File: src/rtl/diabetes_pkg.sv
// Shared definitions for the binary-to-BCD display path.
//   DIGIT_W     : width of one packed BCD digit
//   bcd_digit_t : one BCD digit
//   state_t     : converter sequencing states
//   max_dec()   : largest value representable in a given number of decimal digits
package diabetes_pkg;

  localparam int unsigned DIGIT_W = 4;

  typedef logic [DIGIT_W-1:0] bcd_digit_t;

  typedef enum logic [1:0] {
    IDLE,
    CONVERT,
    DONE
  } state_t;

  // 10^digits - 1, evaluated at elaboration time.
  function automatic int unsigned max_dec(input int unsigned digits);
    int unsigned p;
    p = 1;
    for (int unsigned i = 0; i < digits; i++) begin
      p = p * 10;
    end
    return p - 1;
  endfunction

endpackage

File: src/rtl/dabble_nibble.sv
// Double-dabble correction cell: a BCD digit of 5..9 gets +3 so that the
// following left shift carries correctly into the next decimal digit.
// Ports:
//   d : BCD digit before correction
//   q : corrected digit (never carries out of 4 bits)
module dabble_nibble
  import diabetes_pkg::*;
(
  input  logic [DIGIT_W-1:0] d,
  output logic [DIGIT_W-1:0] q
);

  always_comb begin
    q = d;
    if (d >= 4'd5 && d <= 4'd9) begin
      q = d + 4'd3;
    end
  end

endmodule

File: src/rtl/bin_to_bcd_serial.sv
// Sequential double-dabble binary to packed-BCD converter feeding the HEX
// digit drivers. One conversion per start accepted in IDLE; fixed latency of
// BIN_W+1 edges from the accepting edge to the edge that raises done.
// Operands above 10^DIGITS-1 are saturated to that value and flagged by ovf.
// Optional feature macro: BCD_LEADING_BLANK_EN (leading-zero blank mask).
// Ports:
//   ADC_CLK_10 : system clock
//   RESET_N    : asynchronous active-low reset
//   start      : conversion request, sampled only in IDLE
//   bin        : unsigned operand, captured on the accepting edge
//   busy       : high while converting and in the final DONE cycle
//   done       : one-cycle pulse, bcd/ovf/blank valid from this cycle on
//   bcd        : packed BCD result, digit 0 in bits [3:0]
//   ovf        : operand was saturated to 10^DIGITS-1
//   blank      : per-digit leading-zero blank mask (0 unless macro defined)
module bin_to_bcd_serial #(
  parameter int unsigned BIN_W  = 14,
  parameter int unsigned DIGITS = 4
) (
  input  logic                ADC_CLK_10,
  input  logic                RESET_N,
  input  logic                start,
  input  logic [BIN_W-1:0]    bin,
  output logic                busy,
  output logic                done,
  output logic [DIGITS*4-1:0] bcd,
  output logic                ovf,
  output logic [DIGITS-1:0]   blank
);

  import diabetes_pkg::*;

  localparam int unsigned BCD_W   = DIGITS * DIGIT_W;
  localparam int unsigned SR_W    = BCD_W + BIN_W;
  localparam int unsigned CNT_W   = $clog2(BIN_W + 1);
  localparam int unsigned MAX_DEC = max_dec(DIGITS);
  localparam longint unsigned BIN_MAX = (64'd1 << BIN_W) - 64'd1;
  // Saturation only exists when the operand range exceeds the decimal range.
  localparam bit SAT_EN = (BIN_MAX > 64'(MAX_DEC));

  state_t           state;
  logic [CNT_W-1:0] cnt;
  logic [SR_W-1:0]  sreg;
  logic             ovf_pend;
  logic [BCD_W-1:0] corr;
  logic [SR_W-1:0]  sreg_next;

  for (genvar g = 0; g < DIGITS; g++) begin : g_dabble
    dabble_nibble u_nib (
      .d (sreg[BIN_W + g*DIGIT_W +: DIGIT_W]),
      .q (corr[g*DIGIT_W +: DIGIT_W])
    );
  end

  // Correct all digits in parallel, then shift the whole register left by one.
  assign sreg_next = {corr[BCD_W-2:0], sreg[BIN_W-1:0], 1'b0};

`ifdef BCD_LEADING_BLANK_EN
  localparam logic [DIGITS-1:0] BLANK_RST = ~(DIGITS'(1));

  logic [DIGITS-1:0] dig_zero;
  logic [DIGITS-1:0] blank_next;

  for (genvar g = 0; g < DIGITS; g++) begin : g_zero
    assign dig_zero[g] = (sreg[BIN_W + g*DIGIT_W +: DIGIT_W] == '0);
    if (g == 0) begin : g_lsd
      assign blank_next[g] = 1'b0;
    end else begin : g_upper
      assign blank_next[g] = &dig_zero[DIGITS-1:g];
    end
  end
`else
  assign blank = '0;
`endif

  always_ff @(posedge ADC_CLK_10 or negedge RESET_N) begin
    if (!RESET_N) begin
      state    <= IDLE;
      busy     <= 1'b0;
      done     <= 1'b0;
      bcd      <= '0;
      ovf      <= 1'b0;
      cnt      <= '0;
      sreg     <= '0;
      ovf_pend <= 1'b0;
`ifdef BCD_LEADING_BLANK_EN
      blank    <= BLANK_RST;
`endif
    end else begin
      done <= 1'b0;
      unique case (state)
        IDLE: begin
          if (start) begin
            busy  <= 1'b1;
            cnt   <= CNT_W'(BIN_W);
            state <= CONVERT;
            if (SAT_EN && (32'(bin) > MAX_DEC)) begin
              sreg     <= SR_W'(BIN_W'(MAX_DEC));
              ovf_pend <= 1'b1;
            end else begin
              sreg     <= SR_W'(bin);
              ovf_pend <= 1'b0;
            end
          end
        end
        CONVERT: begin
          sreg <= sreg_next;
          cnt  <= cnt - CNT_W'(1);
          if (cnt == CNT_W'(1)) begin
            state <= DONE;
          end
        end
        DONE: begin
          bcd   <= sreg[SR_W-1 -: BCD_W];
          ovf   <= ovf_pend;
`ifdef BCD_LEADING_BLANK_EN
          blank <= blank_next;
`endif
          done  <= 1'b1;
          busy  <= 1'b0;
          state <= IDLE;
        end
        default: state <= IDLE;
      endcase
    end
  end

endmodule

File: config.mk
export PLATFORM = sky130hd
export DESIGN_NAME = bin_to_bcd_serial
export DESIGN_NICKNAME = d
export VERILOG_FILES = /design/src/rtl/diabetes_pkg.sv /design/src/rtl/dabble_nibble.sv /design/src/rtl/bin_to_bcd_serial.sv
export SDC_FILE = /design/constraint.sdc
export NUM_CORES = 1
export LEC_CHECK = 0
export CORE_MARGIN = 2
export CORE_UTILIZATION = 30
export DETAILED_ROUTE_END_ITERATION = 10
export PLACE_DENSITY = 0.52
export SYNTH_ARGS = -nofsm -noshare
export SYNTH_HDL_FRONTEND = slang
export SYNTH_SLANG_ARGS = --single-unit
File: constraint.sdc
create_clock -name ADC_CLK_10 -period 2.9 [get_ports ADC_CLK_10]
set_clock_uncertainty 0.2 [all_clocks]
set_input_delay 0.58 -clock ADC_CLK_10 [delete_from_list [all_inputs] [get_ports ADC_CLK_10]]
set_output_delay 0.58 -clock ADC_CLK_10 [all_outputs]
set_load 0.005 [all_outputs]
; ---- After elaboration in Yosys (flattened, before gate mapping)
; Cells that the tools add are included.
[word_totals]
latch_bits = 0
ff_bits = 56
rom_bits = 0
n_memories = 0
out_inout_bits = 23
elab_cells = 54
input_bits = 17
ram_bits = 0
[op_classes]
bitwise_logic = 0
n_shift = 0
n_div = 0
order_cmp = 9
n_mux = 16
n_reduce_logical = 11
eq_ne = 5
n_mul = 0
n_addsub = 5
[ops]
columns = op, count
row1 = one-hot mux 30 bit (2 select lines), 1
row2 = two-way mux 30 bit, 1
row3 = "greater-or-equal comparator 4 x 3 -> 1 bit, second input constant", 4
row4 = "less-or-equal comparator 4 bit, second input constant", 4
row5 = two-way mux 4 bit, 4
row6 = "> comparator 14 bit, second input constant", 1
row7 = two-way mux 14 bit, 1
row8 = "adder 4 x 2 -> 4 bit, second input constant", 3
row9 = one-hot mux 4 bit (2 select lines), 1
row10 = AND reduction 2 bit, 4
row11 = "equality test 4 x 1 -> 1 bit, second input constant", 1
row12 = logical AND 1 bit, 4
row13 = two-way mux 2 bit, 2
row14 = "inequality test 2 bit, second input constant", 2
row15 = one-hot mux 2 bit (2 select lines), 1
row16 = nonzero test 2 bit, 2
row17 = "subtractor 4 x 1 -> 4 bit, second input constant", 1
row18 = "adder 3 x 2 -> 3 bit, second input constant", 1
row19 = two-way mux 1 bit, 3
row20 = two-way mux 3 bit, 1
row21 = "equality test 2 x 1 -> 1 bit, second input constant", 1
row22 = "equality test 2 bit, second input constant", 1
row23 = logical NOT 2 bit, 1
row24 = one-hot mux 1 bit (2 select lines), 1

; ---- Logic depth before layout (Yosys ltp)
[depth]
word_depth = 4
depth_mapped = 6

; ---- Modules after synthesis
; Synthesis repeated with hierarchy kept, for this count alone.
[unflattened]
hier_cells = 268
area_unflattened_um2 = 2813.9
[by_module_without_submodules]
columns = mod, n_inst, area_per_inst_um2, cells_each
row1 = bin_to_bcd_serial, 1, 2378.5, 208
row2 = dabble_nibble, 4, 108.9, 15

; ---- Worst setup path after synthesis
; OpenSTA, ideal clock, no wires.
[synth_timing]
kind = reg2reg
startpoint = register sreg[22]
endpoint = register sreg[26]
setup_time_ns = 0.121
arrival_time_ns = 1.297
n_path_buf = 0
required_time_ns = 2.579
path_slack_ns = 1.282
stages_incl_launch_ff = 7
cell_sequence = dfrtp_1 -> inv_1 -> ha_1 -> inv_1 -> o21ai_0 -> o21bai_1 -> a22o_1
[synth_between]
elab_chain_cells = 4
elab_cells_between_ends = 6
[synth_rtl]
columns = item, line
row1 = from (decl), bin_to_bcd_serial.sv:43  ; logic [SR_W-1:0] sreg;
row2 = from (signal assigned), bin_to_bcd_serial.sv:98  ; sreg <= SR_W'(BIN_W'(MAX_DEC));
row3 = from (signal assigned), bin_to_bcd_serial.sv:101  ; sreg <= SR_W'(bin);
row4 = from (signal assigned), bin_to_bcd_serial.sv:107  ; sreg <= sreg_next;
row5 = greater-or-equal comparator 4 x 3 -> 1 bit or less-or-equal comparator 4 bit (tied branches), dabble_nibble.sv:15  ; if (d >= 4'd5 && d <= 4'd9) begin
row6 = logical AND 1 bit, dabble_nibble.sv:15
row7 = two-way mux 4 bit *, dabble_nibble.sv:15
row8 = one-hot mux 30 bit (2 select lines) *, bin_to_bcd_serial.sv:91  ; unique case (state)
; Mark *: on every way between the ends. The rest lies on a longest branch, timed or not.
; A chain may end at the register's enable or synchronous reset.

; ---- Final worst setup path
[layout_timing]
startpoint = input bin[6]
endpoint = register sreg[9]
[layout_between]
elab_chain_cells = 4
[layout_rtl]
columns = item, line
row1 = from (decl), bin_to_bcd_serial.sv:23  ; input logic [BIN_W-1:0] bin,
row2 = > comparator 14 bit, bin_to_bcd_serial.sv:97  ; if (SAT_EN && (32'(bin) > MAX_DEC)) begin
row3 = two-way mux 14 bit, bin_to_bcd_serial.sv:97
row4 = two-way mux 30 bit, bin_to_bcd_serial.sv:93  ; if (start) begin
row5 = one-hot mux 30 bit (2 select lines), bin_to_bcd_serial.sv:91
; Every way passes these cells. The select of a mux whose other input is x is not followed.

==> flow_summary.yaml <==
sta:
  final.period_utilization_pct: 71.16
  setup_tns_ps: 0
  hold_violations: 0
  fin_ws_ps: 836.2
  slew_headroom_pct: 53.24
  fmax_mhz: 484.6
  tightest_slew_ps: 701.3
  maxSlewViolCount: 0
  grt_setup_unrepaired: "false"
  setup_viol: 0
  fin_crit_ps: 2064
synthesis:
  synth_most_common_cell: "dfrtp_1"
  synth_cell_types: 43
  synth-seq-cells: 56
  syn_inst: 267
  yosys-top-cells-count: "56 x dfrtp_1, 28 x nand2_1, 23 x o21ai_0"
  synth_ff_type: "dfrtp_1"
  synth-simple-area-share_pct: 10.70
  synthAdderAreaFrac_pct: 4.613
  synth-warning-count: 0
  synth_top_area_cell: "dfrtp_1"
  synth_top_family_by_area: "compound AO/OA/AOI/OAI gates"
  async_flop_share_pct: 100.0
  synth_compound_area_share_pct: 21.13
  synth_edf_count: 0
  synthTopCellsByArea: "dfrtp_1 52%, ha_1 4.6%, o21ai_0 4.2%, nand2_1 3.9%, inv_1 3.0%"
  synth_area_um2: 2713
  syn_avg_cell_area_um2: 10.16
  synthMuxAreaShare_pct: 2.491
  synth_xor_area_share_pct: 1.937
  seq_area_frac_synth_pct: 51.66
  yosys.area.top_type_share_pct: 51.66
power:
  combPwrFrac_pct: 40.2
  p_int_mw: 1.902
  clock_power_share_pct: 17.0
  peakVddDrop_mv: 0.2574
  p_switching_mw: 1.091
  swShare_pct: 36.47
  seqPwrFrac_pct: 42.9
  power-per-cell-area_nw_per_um2: 925.8
  p_leak_nw: 1.462
drt:
  num_vias: 2009
  wl_per_cell_um: 13.69
  viasPerCell: 4.924
  wl_um: 5585
  first_pass_iters: 4
  drc: 0
  drtAntennaViolNets: 0
  drt_iter0_drc: 55
clock_tree:
  clk_latency_ps: 310
  cts_made_buffers: 5
  clock-root-buffer: "clkbuf_8"
  holdBufCountCts: 0
  cts_htree_levels: 2
  clk_path_buf_depth: 2
  clock-sinks: 56
  postCtsSetupRepairBufs: 0
  cts_resized: 0
  cts_tree: "done"
  clkSlewWorstSetupHoldPaths_ps: 100
floorplan:
  die_w_um: 99.09
  dieArea_um2: 9819
  core_area_um2: 8763
  die_h_um: 99.09
  std_cell_rows: 34
  pin_count: 40
  initial_utilization_pct: 30.95
flow_run:
  maxCapViolations: 0
place:
  detailedPlace.worstSlack_ps: 502.1
  gp_congestion: 0.7736
  portBuffers: 35
  dp_hpwl_um: 3796
critical_path:
  crit_chain: "clkdlybuf4s50_1, nor4_1, o21ai_0, nand3_1, o211ai_1"
  startpoint_type: "input pin"
  crit_type: "input pin to flip-flop"
  cp-end-kind: "flip-flop"
  arrival_ps: 2050
  required_ps: 2880
  worst_path_max_delay_cell: "clkdlybuf4s50_1"
  cpPeakStageDelay_ps: 420
  worstPathMaxFanout: 6
hold_path:
  hold_class: "input pin to asynchronous set/reset pin"
global_route:
  grt_overflow: 0
  grt_pass1_vias: 1975
  track_usage_pct: 12.00
  grt_max_degree: 57
  grt_first_pass_wirelength_um: 9639
  antenna_found_initial: 0
run_status:
  outcome: "finished, final reports clean"
cells_and_area:
  final_nets: 326
  diodes: 0
  area_growth_pct: 19.19
  drive_above_1_share_pct: 7.000
-- kinds of logic after synthesis --
family	count (synthesis)
AO/OA/AOI/OAI	87
AND/OR/NAND/NOR	61
flip-flops	56
buffers and inverters	40
adder cells (fa/ha/maj)	10
XOR/XNOR	6
multiplexers	6
other	1
-- power groups by stage --
stage	clock network [mW]	logic (mW)	registers, mW
6_report	0.508	1.20	1.28
5_1_grt	0.557	1.39	1.33
4_1_cts	0.525	1.23	1.28
3_5_place_dp	0	1.22	1.30
3_3_place_gp	0	1.20	1.30
2_1_floorplan	0	0.918	1.22
-- registers in the layout (all words and copies together) (netlist names) --
name      flops
bcd          16
ovf_pend      1
busy          1
state         2
sreg         30
ovf           1
cnt           4
done          1
-- layout make-up --
type	instances	area, um^2
well taps	108	135.1
repair buffers	40	382.9
multi-input cells	174	1124
clock buffers	6	72.57
flip-flops and latches	56	1401
clock inverters	2	35.03
fillers	900	5530
inverters	22	82.58
-- placed cells by master (no fill, tap or decap), types with 4 or more instances in the layout --
cell,instances
dfrtp_1,56
clkdlybuf4s50_1,34
nand2_1,28
o21ai_0,23
inv_1,22
a21oi_1,13
nor2_1,10
a22oi_1,10
ha_1,10
mux2_2,6
o211ai_1,6
o22ai_1,5
and2b_1,5
clkbuf_8,5
buf_4,5
nand3_1,4
o31ai_1,4
a22o_1,4
o2111ai_1,4
conb_1,4
-- path summary, 6_finish.rpt --
| path | start | end | slack, ps | cells after the start |
|---|---|---|---|---|
| setup / recovery | bin[6] | sreg[9] | 840 | 5 |
| setup reg to reg | state[1] | cnt[3] | 1000 | 4 |
| max in group asynchronous | RESET_N | cnt[1] | 1840 | 2 |
| hold / removal | RESET_N | bcd[7] | 200 | 2 |
| hold reg to reg | bcd[5] | bcd[5] | 290 | 2 |
| min in group ADC_CLK_10 | bcd[5] | bcd[5] | 290 | 2 |
-- metrics by stage --
| step | cells | hold slack, ps | power, mW | utilization, % | area (um^2) |
|---|---|---|---|---|---|
| 2_1_floorplan | 270 | 84.41 | 2.142 | - | 2724 |
| 3_3_place_gp | 400 | 262.4 | 2.497 | 35.67 | 3126 |
| 3_5_place_dp | 400 | 270.1 | 2.516 | 35.67 | 3126 |
| 4_1_cts | 408 | 228.8 | 3.037 | 36.89 | 3233 |
| 5_1_grt | 408 | 268.1 | 3.277 | 36.89 | 3233 |
| 6_report | 408 | 199.5 | 2.993 | 36.89 | 3233 |
-- layer usage --
metal	track usage (%)	vias to the layer above	part of all wire [%]
met2	19.28	36	47
met1	16.23	971	48
li1	-	994	-
met3	2.741	8	3.9
met5	0	-	0
met4	3.583	0	1.5
-- critical path, delay by kind of cell --
| family | cells | cell delay [ps] |
|---|---|---|
| AOI/OAI and AO/OA | 2 | 370 |
| buffers and inverters | 1 | 420 |
| and+or+nand+nor | 2 | 670 |
(Power assumes the default switching activity.)
